## config.mk

```make
export PLATFORM = sky130hd
export DESIGN_NAME = fetch_stage
export DESIGN_NICKNAME = d
export VERILOG_FILES = /design/src/rtl/riscv_defs.sv /design/src/rtl/fetch_pc_gen.sv /design/src/rtl/fetch_stage.sv
export SDC_FILE = /design/constraint.sdc
export NUM_CORES = 1
export LEC_CHECK = 0
export BUFFER_PORTS_ARGS = -buffer_cell sky130_fd_sc_hd__buf_2
export CORE_MARGIN = 10
export CORE_UTILIZATION = 40
export DETAILED_ROUTE_END_ITERATION = 12
export PLACE_DENSITY = 0.7
export SLEW_MARGIN = 20
export SYNTH_ARGS = -nofsm -noshare
export SYNTH_HDL_FRONTEND = slang
export SYNTH_SLANG_ARGS = --single-unit
```

## constraint.sdc

```tcl
create_clock -name clk -period 1.8 [get_ports clk]
set_input_delay 0 -clock clk [delete_from_list [all_inputs] [get_ports clk]]
set_output_delay 0 -clock clk [all_outputs]
set_load 0.1 [all_outputs]
```

## src/rtl/riscv_defs.sv

```systemverilog
// Definitions shared between the IF and ID stages: bus widths, field offsets,
// fetch FSM encoding and the word-alignment helper.
package riscv_defs;

  localparam int FS_DS_BUS_W = 64;
  localparam int BR_BUS_W    = 33;

  // Field offsets of fs_ds_reg_data = {inst, pc} and ds_branch_data = {br_taken, br_target}
  localparam int FS_INST_LSB   = 32;
  localparam int FS_PC_LSB     = 0;
  localparam int BR_TAKEN_BIT  = 32;
  localparam int BR_TARGET_LSB = 0;

  localparam logic [31:0] RESET_PC_DEFAULT = 32'h0000_0000;
  localparam logic [31:0] PC_STEP_DEFAULT  = 32'd4;

  typedef enum logic [1:0] {
    S_REQ  = 2'd0,
    S_WAIT = 2'd1,
    S_FULL = 2'd2
  } fs_state_e;

  function automatic logic [31:0] align_word(input logic [31:0] addr);
    return {addr[31:2], 2'b00};
  endfunction

endpackage

```

## src/rtl/fetch_pc_gen.sv

```systemverilog
// Next-PC selection for the fetch stage: reset vector, branch redirect or
// sequential step, always word aligned.
module fetch_pc_gen
  import riscv_defs::*;
#(
  parameter logic [31:0] RESET_PC = RESET_PC_DEFAULT,
  parameter logic [31:0] PC_STEP  = PC_STEP_DEFAULT
) (
  input  logic        rst,
  input  logic        br_taken,
  input  logic [31:0] br_target,
  input  logic        advance,
  input  logic [31:0] pc,
  output logic [31:0] next_pc
);

  always_comb begin
    // NOTE: default assignment first so every path drives next_pc; otherwise a latch is inferred.
    next_pc = pc;
    if (rst) begin
      next_pc = align_word(RESET_PC);
    end else if (br_taken) begin
      next_pc = align_word(br_target);
    end else if (advance) begin
      next_pc = pc + PC_STEP;
    end
  end

endmodule

```

## src/rtl/fetch_stage.sv

```systemverilog
// IF stage: owns the PC, issues single-outstanding SRAM reads and holds one
// fetched instruction for ID behind a valid/allowin handshake.
module fetch_stage
  import riscv_defs::*;
#(
  parameter logic [31:0] RESET_PC = RESET_PC_DEFAULT,
  parameter logic [31:0] PC_STEP  = PC_STEP_DEFAULT
) (
  input  logic                   clk,
  input  logic                   rst,
  input  logic                   ds_allowin,
  input  logic [BR_BUS_W-1:0]    ds_branch_data,
  output logic                   inst_req,
  output logic [31:0]            inst_addr,
  input  logic                   inst_rvalid,
  input  logic [31:0]            inst_rdata,
  output logic                   fs_ds_valid,
  output logic [FS_DS_BUS_W-1:0] fs_ds_reg_data
);

  fs_state_e   state;
  logic [31:0] pc;
  logic [31:0] next_pc;
  logic        cancel;
  logic        br_taken;
  logic [31:0] br_target;
  logic        accept;

  assign br_taken  = ds_branch_data[BR_TAKEN_BIT];
  assign br_target = ds_branch_data[BR_TARGET_LSB +: 32];
  assign accept    = (state == S_WAIT) && inst_rvalid && !cancel;
  assign inst_addr = pc;

  fetch_pc_gen #(
    .RESET_PC (RESET_PC),
    .PC_STEP  (PC_STEP)
  ) u_pc_gen (
    .rst       (rst),
    .br_taken  (br_taken),
    .br_target (br_target),
    .advance   (accept),
    .pc        (pc),
    .next_pc   (next_pc)
  );

  always_ff @(posedge clk) begin
    // NOTE: non-blocking assignments so every register samples pre-edge values.
    pc <= next_pc;
    if (rst) begin
      state          <= S_REQ;
      cancel         <= 1'b0;
      inst_req       <= 1'b0;
      fs_ds_valid    <= 1'b0;
      fs_ds_reg_data <= '0;
    end else begin
      unique case (state)
        S_REQ: begin
          if (inst_req) begin
            // A redirect here cannot recall the request already on the bus.
            state    <= S_WAIT;
            inst_req <= 1'b0;
            cancel   <= br_taken;
          end else begin
            inst_req <= 1'b1;  // first cycle out of reset: raise the request
          end
        end
        S_WAIT: begin
          if (inst_rvalid) begin
            cancel <= 1'b0;
            if (cancel || br_taken) begin
              state    <= S_REQ;
              inst_req <= 1'b1;
            end else begin
              state                             <= S_FULL;
              fs_ds_valid                       <= 1'b1;
              fs_ds_reg_data[FS_INST_LSB +: 32] <= inst_rdata;
              fs_ds_reg_data[FS_PC_LSB +: 32]   <= pc;
            end
          end else if (br_taken) begin
            cancel <= 1'b1;
          end
        end
        S_FULL: begin
          // With allowin the transfer completes even when a branch kills the stream.
          if (ds_allowin || br_taken) begin
            state       <= S_REQ;
            fs_ds_valid <= 1'b0;
            inst_req    <= 1'b1;
          end
        end
        default: begin
          state    <= S_REQ;
          inst_req <= 1'b0;
        end
      endcase
    end
  end

endmodule

```

# Yosys cells after proc, flatten, opt, wreduce, memory -nomap -nowiden
# Cells that the tools add are included.
[word_totals]
register_bits = 101
in_bits = 69
[op_classes]
addsub = 1
eq_ne = 8
mux = 20
n_bitwise = 1
n_reduce_logical = 15
[ops]
columns = ["cell", "count"]
rows = [
  ["32-bit two-way mux", 2],
  ["32-bit by 3-bit adder with 32-bit output, second input constant", 1],
  ["3-bit AND reduction", 4],
  ["1-bit two-way mux", 10],
  ["2-bit two-way mux", 4],
  ["2-bit != test, second input constant", 4],
  ["2-bit one-hot mux with 3 select lines", 1],
  ["2-bit nonzero test", 3],
  ["1-bit one-hot mux with 2 select lines", 2],
  ["4-bit AND reduction", 1],
  ["3-bit != test, second input constant", 1],
  ["1-bit one-hot mux with 3 select lines", 1],
  ["2-bit by 1-bit == test with 1-bit output, second input constant", 1],
  ["2-bit == test, second input constant", 1],
  ["1-bit logical AND", 2],
  ["2-bit zero test", 1],
  ["1-bit logical OR", 2],
  ["2-bit by 1-bit != test with 1-bit output, second input constant", 1],
  ["2-bit OR reduction", 1],
  ["1-bit zero test", 1],
  ["1-bit inverter", 1],
]

# Depth between registers and ports, before layout
[depth]
depth_word = 5
depth_mapped = 7
mapped_depth_nobuf = 7

# Cells and area by module
# From an unflattened synthesis, not the netlist that was laid out.
[hier_totals]
cells_unflattened = 556
area_unflattened_um2 = 4489.3
[by_module_without_submodules]
columns = ["mod", "n_inst", "cells_per_inst", "area_per_inst_um2", "seq_area_each_um2"]
rows = [
  ["fetch_stage", 1, 356, 3228.1, 2021.9],
  ["fetch_pc_gen", 1, 200, 1261.2, 0.0],
]

# Worst setup path after synthesis
# No wires, ideal clock.
[synth_timing]
path_kind = "flip-flop to flip-flop"
startpoint = "reg pc[4], in the netlist inst_addr[4]"
endpoint = "reg pc[18], in the netlist inst_addr[18]"
setup_time_ns = 0.103
arrival_ns = 2.531
t_required_ns = 1.697
slack_ns = -0.835
stages_incl_launch_ff = 7
n_path_buf = 1
path_cell_list = "dfxtp_1 clkbuf_2 nand4_4 nor4_4 nand3_1 nor3b_1 a2111oi_2"
[synth_via]
elab_chain_len = 3
[synth_rtl]
columns = ["item", "line", "rtl"]
rows = [
  ["start, declared", "fetch_stage.sv:22", "logic [31:0] pc;"],
  ["start signal, assigned", "fetch_stage.sv:48", "pc <= next_pc;"],
  ["32-bit by 3-bit adder with 32-bit output", "fetch_pc_gen.sv:25", "next_pc = pc + PC_STEP;"],
  ["32-bit two-way mux", "fetch_pc_gen.sv:24", "end else if (advance) begin"],
  ["32-bit two-way mux", "fetch_pc_gen.sv:22", "end else if (br_taken) begin"],
]
# Every way passes these cells. The select of a mux whose other input is x is not followed.
# A chain may end at the register's enable or synchronous reset.

# Worst setup path in the final report
[layout_timing]
startpoint = "reg state[1]"
endpoint = "reg pc[25], in the netlist inst_addr[25]"
[layout_via]
elab_chain_len = 4
[layout_rtl]
columns = ["item", "line", "rtl"]
rows = [
  ["start, declared", "fetch_stage.sv:21", "fs_state_e state;"],
  ["start signal, assigned", "fetch_stage.sv:50", "state <= S_REQ;"],
  ["start signal, assigned", "fetch_stage.sv:60", "state <= S_WAIT;"],
  ["start signal, assigned", "fetch_stage.sv:71", "state <= S_REQ;"],
  ["2-bit by 1-bit == test with 1-bit output", "fetch_stage.sv:31", "assign accept = (state == S_WAIT) && inst_rvalid && !cancel;"],
  ["1-bit logical AND (2 in series)", "fetch_stage.sv:31", ""],
  ["2-bit nonzero test (no source line)", "-", ""],
]
# Every way passes these cells.

==> run summary <==
GRT Max-Usage Layer = met2
Flop pwr share = 0.409
Gr usage total = 0.179
Synth Flop Type = dfxtp_1
Worst Tran Pin Value = 0.553 ns
Static Leak = 2.73 nW
RePlAce Congestion = 0.803
Register area = 0.00204 mm²
FFs w/ async S/R, synth = 0
Synth Register Bits = 97
Die area = 0.0153 mm²
I/O pin count = 167
Compound-gate portion of the synthesized area = 0.146
Vias = 4533
WS Path Type = register to register
Crit path max fanout = 7
Count of final setup violators = 2
Core Area = 0.0104 mm²
Number of synthesized flops with an enable pin = 0
Relative slew slack = 0.631
Worst Path Required = 2.04 ns
Synth cell types = 44
Largest family of logic cells by synthesized area = simple AND/OR/NAND/NOR gates
Fin cells = 906
Wirelength per Cell = 15.8 µm
Port buffer count = 160
Die width = 124 µm
CTS root buffer = clkbuf_8
Final worst path period share = 1.01
Vias in the first global route = 4590
Arr. time, crit path = 2.06 ns
Critical Path Source Type = register
Die Ht = 124 µm
Biggest area consumer among synthesized cells = dfxtp_1
Core Rows = 37
Gate power share = 0.358
Switching Fraction = 0.420
# fillers = 945
Hold Vio Cnt, Final = 0
PnR worst setup slack = -0.0219 ns
Cell area after layout = 0.00631 mm²
Nets = 838
Met2 Resource Use GR = 0.321
Fin Clk Skew = 0.0148 ns
Highest Clock Rate = 549 MHz
YS warnings = 0
Pwr dens = 949 mW/mm²
Fin Hold WS = 0.0568 ns
Met1 Usage GRT = 0.206
CTS Buffer Depth = 2
Global Route met3 Usage = 0.0312
CTS buffer count = 9
CTS tree = built
Synth Area in Simple Gates = 0.265
Area of the multi-input gates = 0.00221 mm²
Synth area leaders = dfxtp_1 45%, nand2_1 13%, a21oi_1 9.4%, xnor2_1 3.5%, clkbuf_1 2.3%
Antenna violations before repair = 2
Inst Count DP = 822
Sequential share of the synthesized area = 0.450
Syn_area_per_cell = 7.99 µm²
Remaining global-route overflow = 0
DRC errors left = 0
Crit path capture type = register
Final HPWL DP = 10000 µm
TritonRoute pass-1 iters = 4
Peak supply drop = 0.000544 V
Iteration-0 DRC Markers = 287
First-pass GRT wire length = 22500 µm
Cells after Synth = 540
Status = finished, violations left
Share of cells above drive strength 1 = 0.327
Cell Area, Synth = 0.00431 mm²
Routed Antenna Nets = 0
Multiplexer share of the synthesized area = 0.0186
RSZ-0062 raised after global routing = true
Placed cell areas = 0.00541 mm²
Final core occ = 0.606
Routed wire length = 14300 µm
Initial Utilization = 0.414
Worst-path clk slew = 0.09 ns
Largest net degree at the start of global routing = 52
Final Max Tran Viols = 0
Post-synthesis xor/xnor area fraction = 0.0406
CTS H-tree lvls = 3
Switching power = 2.51 mW
Crit path time final = 1.82 ns
Post-synthesis adder-cell area fraction = 0.0174
Clock latency on the worst-skew pair = 0.36 ns
Max_cap viols = 0
Hold Path Class = input port to register
Clock network fraction of design power = 0.233
Setup TNS = -0.0386 ns
Share of the synthesized area in the top cell type = 0.450
Area Overhead vs Synth = 46.2%
Vias per cell = 5.00
Clock Sinks = 97
Failing checks = negative setup slack
Pint = 3.47 mW
[timing repair]
action,4_1_cts,5_1_grt
gates resized for setup,4,9
hold buffers,61,0
pin swaps,2,9
buffers inserted,2,2
setup endpoints to repair,10,48
endpoints found under the hold margin,61,0
gates cloned,1,0
[routing by layer]
layer  wire [µm]  up-vias
met5           0        -
met4         321        0
met3         763       25
met2        7470      133
met1        5710     2116
li1            -     2259
[cells by family after synthesis]
group | after synthesis
AND/OR/NAND/NOR | 243
AO/OA/AOI/OAI | 110
flip-flops | 97
buffers and inverters | 55
XOR/XNOR | 20
multiplexers | 8
adder cells (fa/ha/maj) | 6
other | 1
[power groups by stage]
stage / clock [mW] / sequential [mW] / combinational [mW]
3_5_place_dp: 0 / 2.49 / 2.00
4_1_cts: 1.45 / 2.44 / 2.12
3_3_place_gp: 0 / 2.48 / 1.97
5_1_grt: 1.52 / 2.47 / 2.28
2_1_floorplan: 0 / 3.40 / 0.661
6_report: 1.39 / 2.45 / 2.14
[cell usage after synthesis, types with 3 or more instances]
| cell | instances |
|---|---|
| buf_4 | 5 |
| o21a_1 | 9 |
| a21oi_1 | 81 |
| clkbuf_8 | 3 |
| nor2_1 | 26 |
| ha_1 | 6 |
| nand4_1 | 12 |
| or4_1 | 3 |
| clkbuf_1 | 26 |
| xor2_1 | 3 |
| nor3b_1 | 8 |
| a31oi_1 | 3 |
| mux2i_1 | 8 |
| dfxtp_1 | 97 |
| inv_1 | 18 |
| nor4_1 | 5 |
| nor2b_1 | 8 |
| xnor2_1 | 17 |
| nand2_1 | 144 |
| and3_1 | 4 |
| o21ai_0 | 7 |
| nand4b_1 | 3 |
| nand3_1 | 14 |
| nor3_1 | 6 |
[path summary, 6_finish.rpt]
kind / to / slack [ns] / from / cells past startpoint
max: inst_addr[25] / -0.02 / state[1] / 8
min: cancel / 0.06 / ds_branch_data[32] / 3
max reg2reg: inst_addr[25] / -0.02 / state[1] / 8
min reg2reg: fs_ds_reg_data[38] / 0.46 / fs_ds_reg_data[38] / 2
[state kept, by name, summed over array words and instances (netlist names)]
register and cells:
inst_addr 30, cancel 1, fs_ds_reg_data 62, inst_req 1, fs_ds_valid 1, state 2
[worst max-delay path: stages (launching register included)]
cell	delay (ns)
dfxtp_2	0.35
inv_4	0.07
ha_4	0.16
nand3b_1	0.17
buf_4	0.19
nor4_4	0.19
buf_6	0.16
a31oi_1	0.08
or3_1	0.35
[placed cells by master (no fill, tap or decap), drive strengths merged, types with 4 or more instances in the layout]
master	instances
nand4	13
nor3b	8
a21oi	81
o21ai	7
nand2	144
inv	22
buf	185
clkbuf	10
dfxtp	97
nor2	26
dlygate4sd3	61
mux2i	8
and3	4
o21a	9
nor3	7
ha	6
nor4	7
xnor2	17
nor2b	8
conb	4
nand3	14
[stage by stage]
stage | power (mW) | worst slack (ns)
2_1_floorplan | 4.07 | -0.206
3_5_place_dp | 4.49 | -0.0814
3_3_place_gp | 4.45 | 0.0206
4_1_cts | 6.01 | -0.0406
6_report | 5.98 | -0.0219
5_1_grt | 6.27 | -0.0904
[area by class of cell]
class | count | area share
Clock inverter | 6 | 0.00714
Tap cell | 136 | 0.0270
Sequential cell | 97 | 0.323
Inverter | 18 | 0.0111
Clock buffer | 10 | 0.0236
Multi-Input combinational cell | 391 | 0.350
Timing Repair Buffer | 246 | 0.257
Antenna cell | 2 | 0.000793
(Power assumes the default switching activity.)
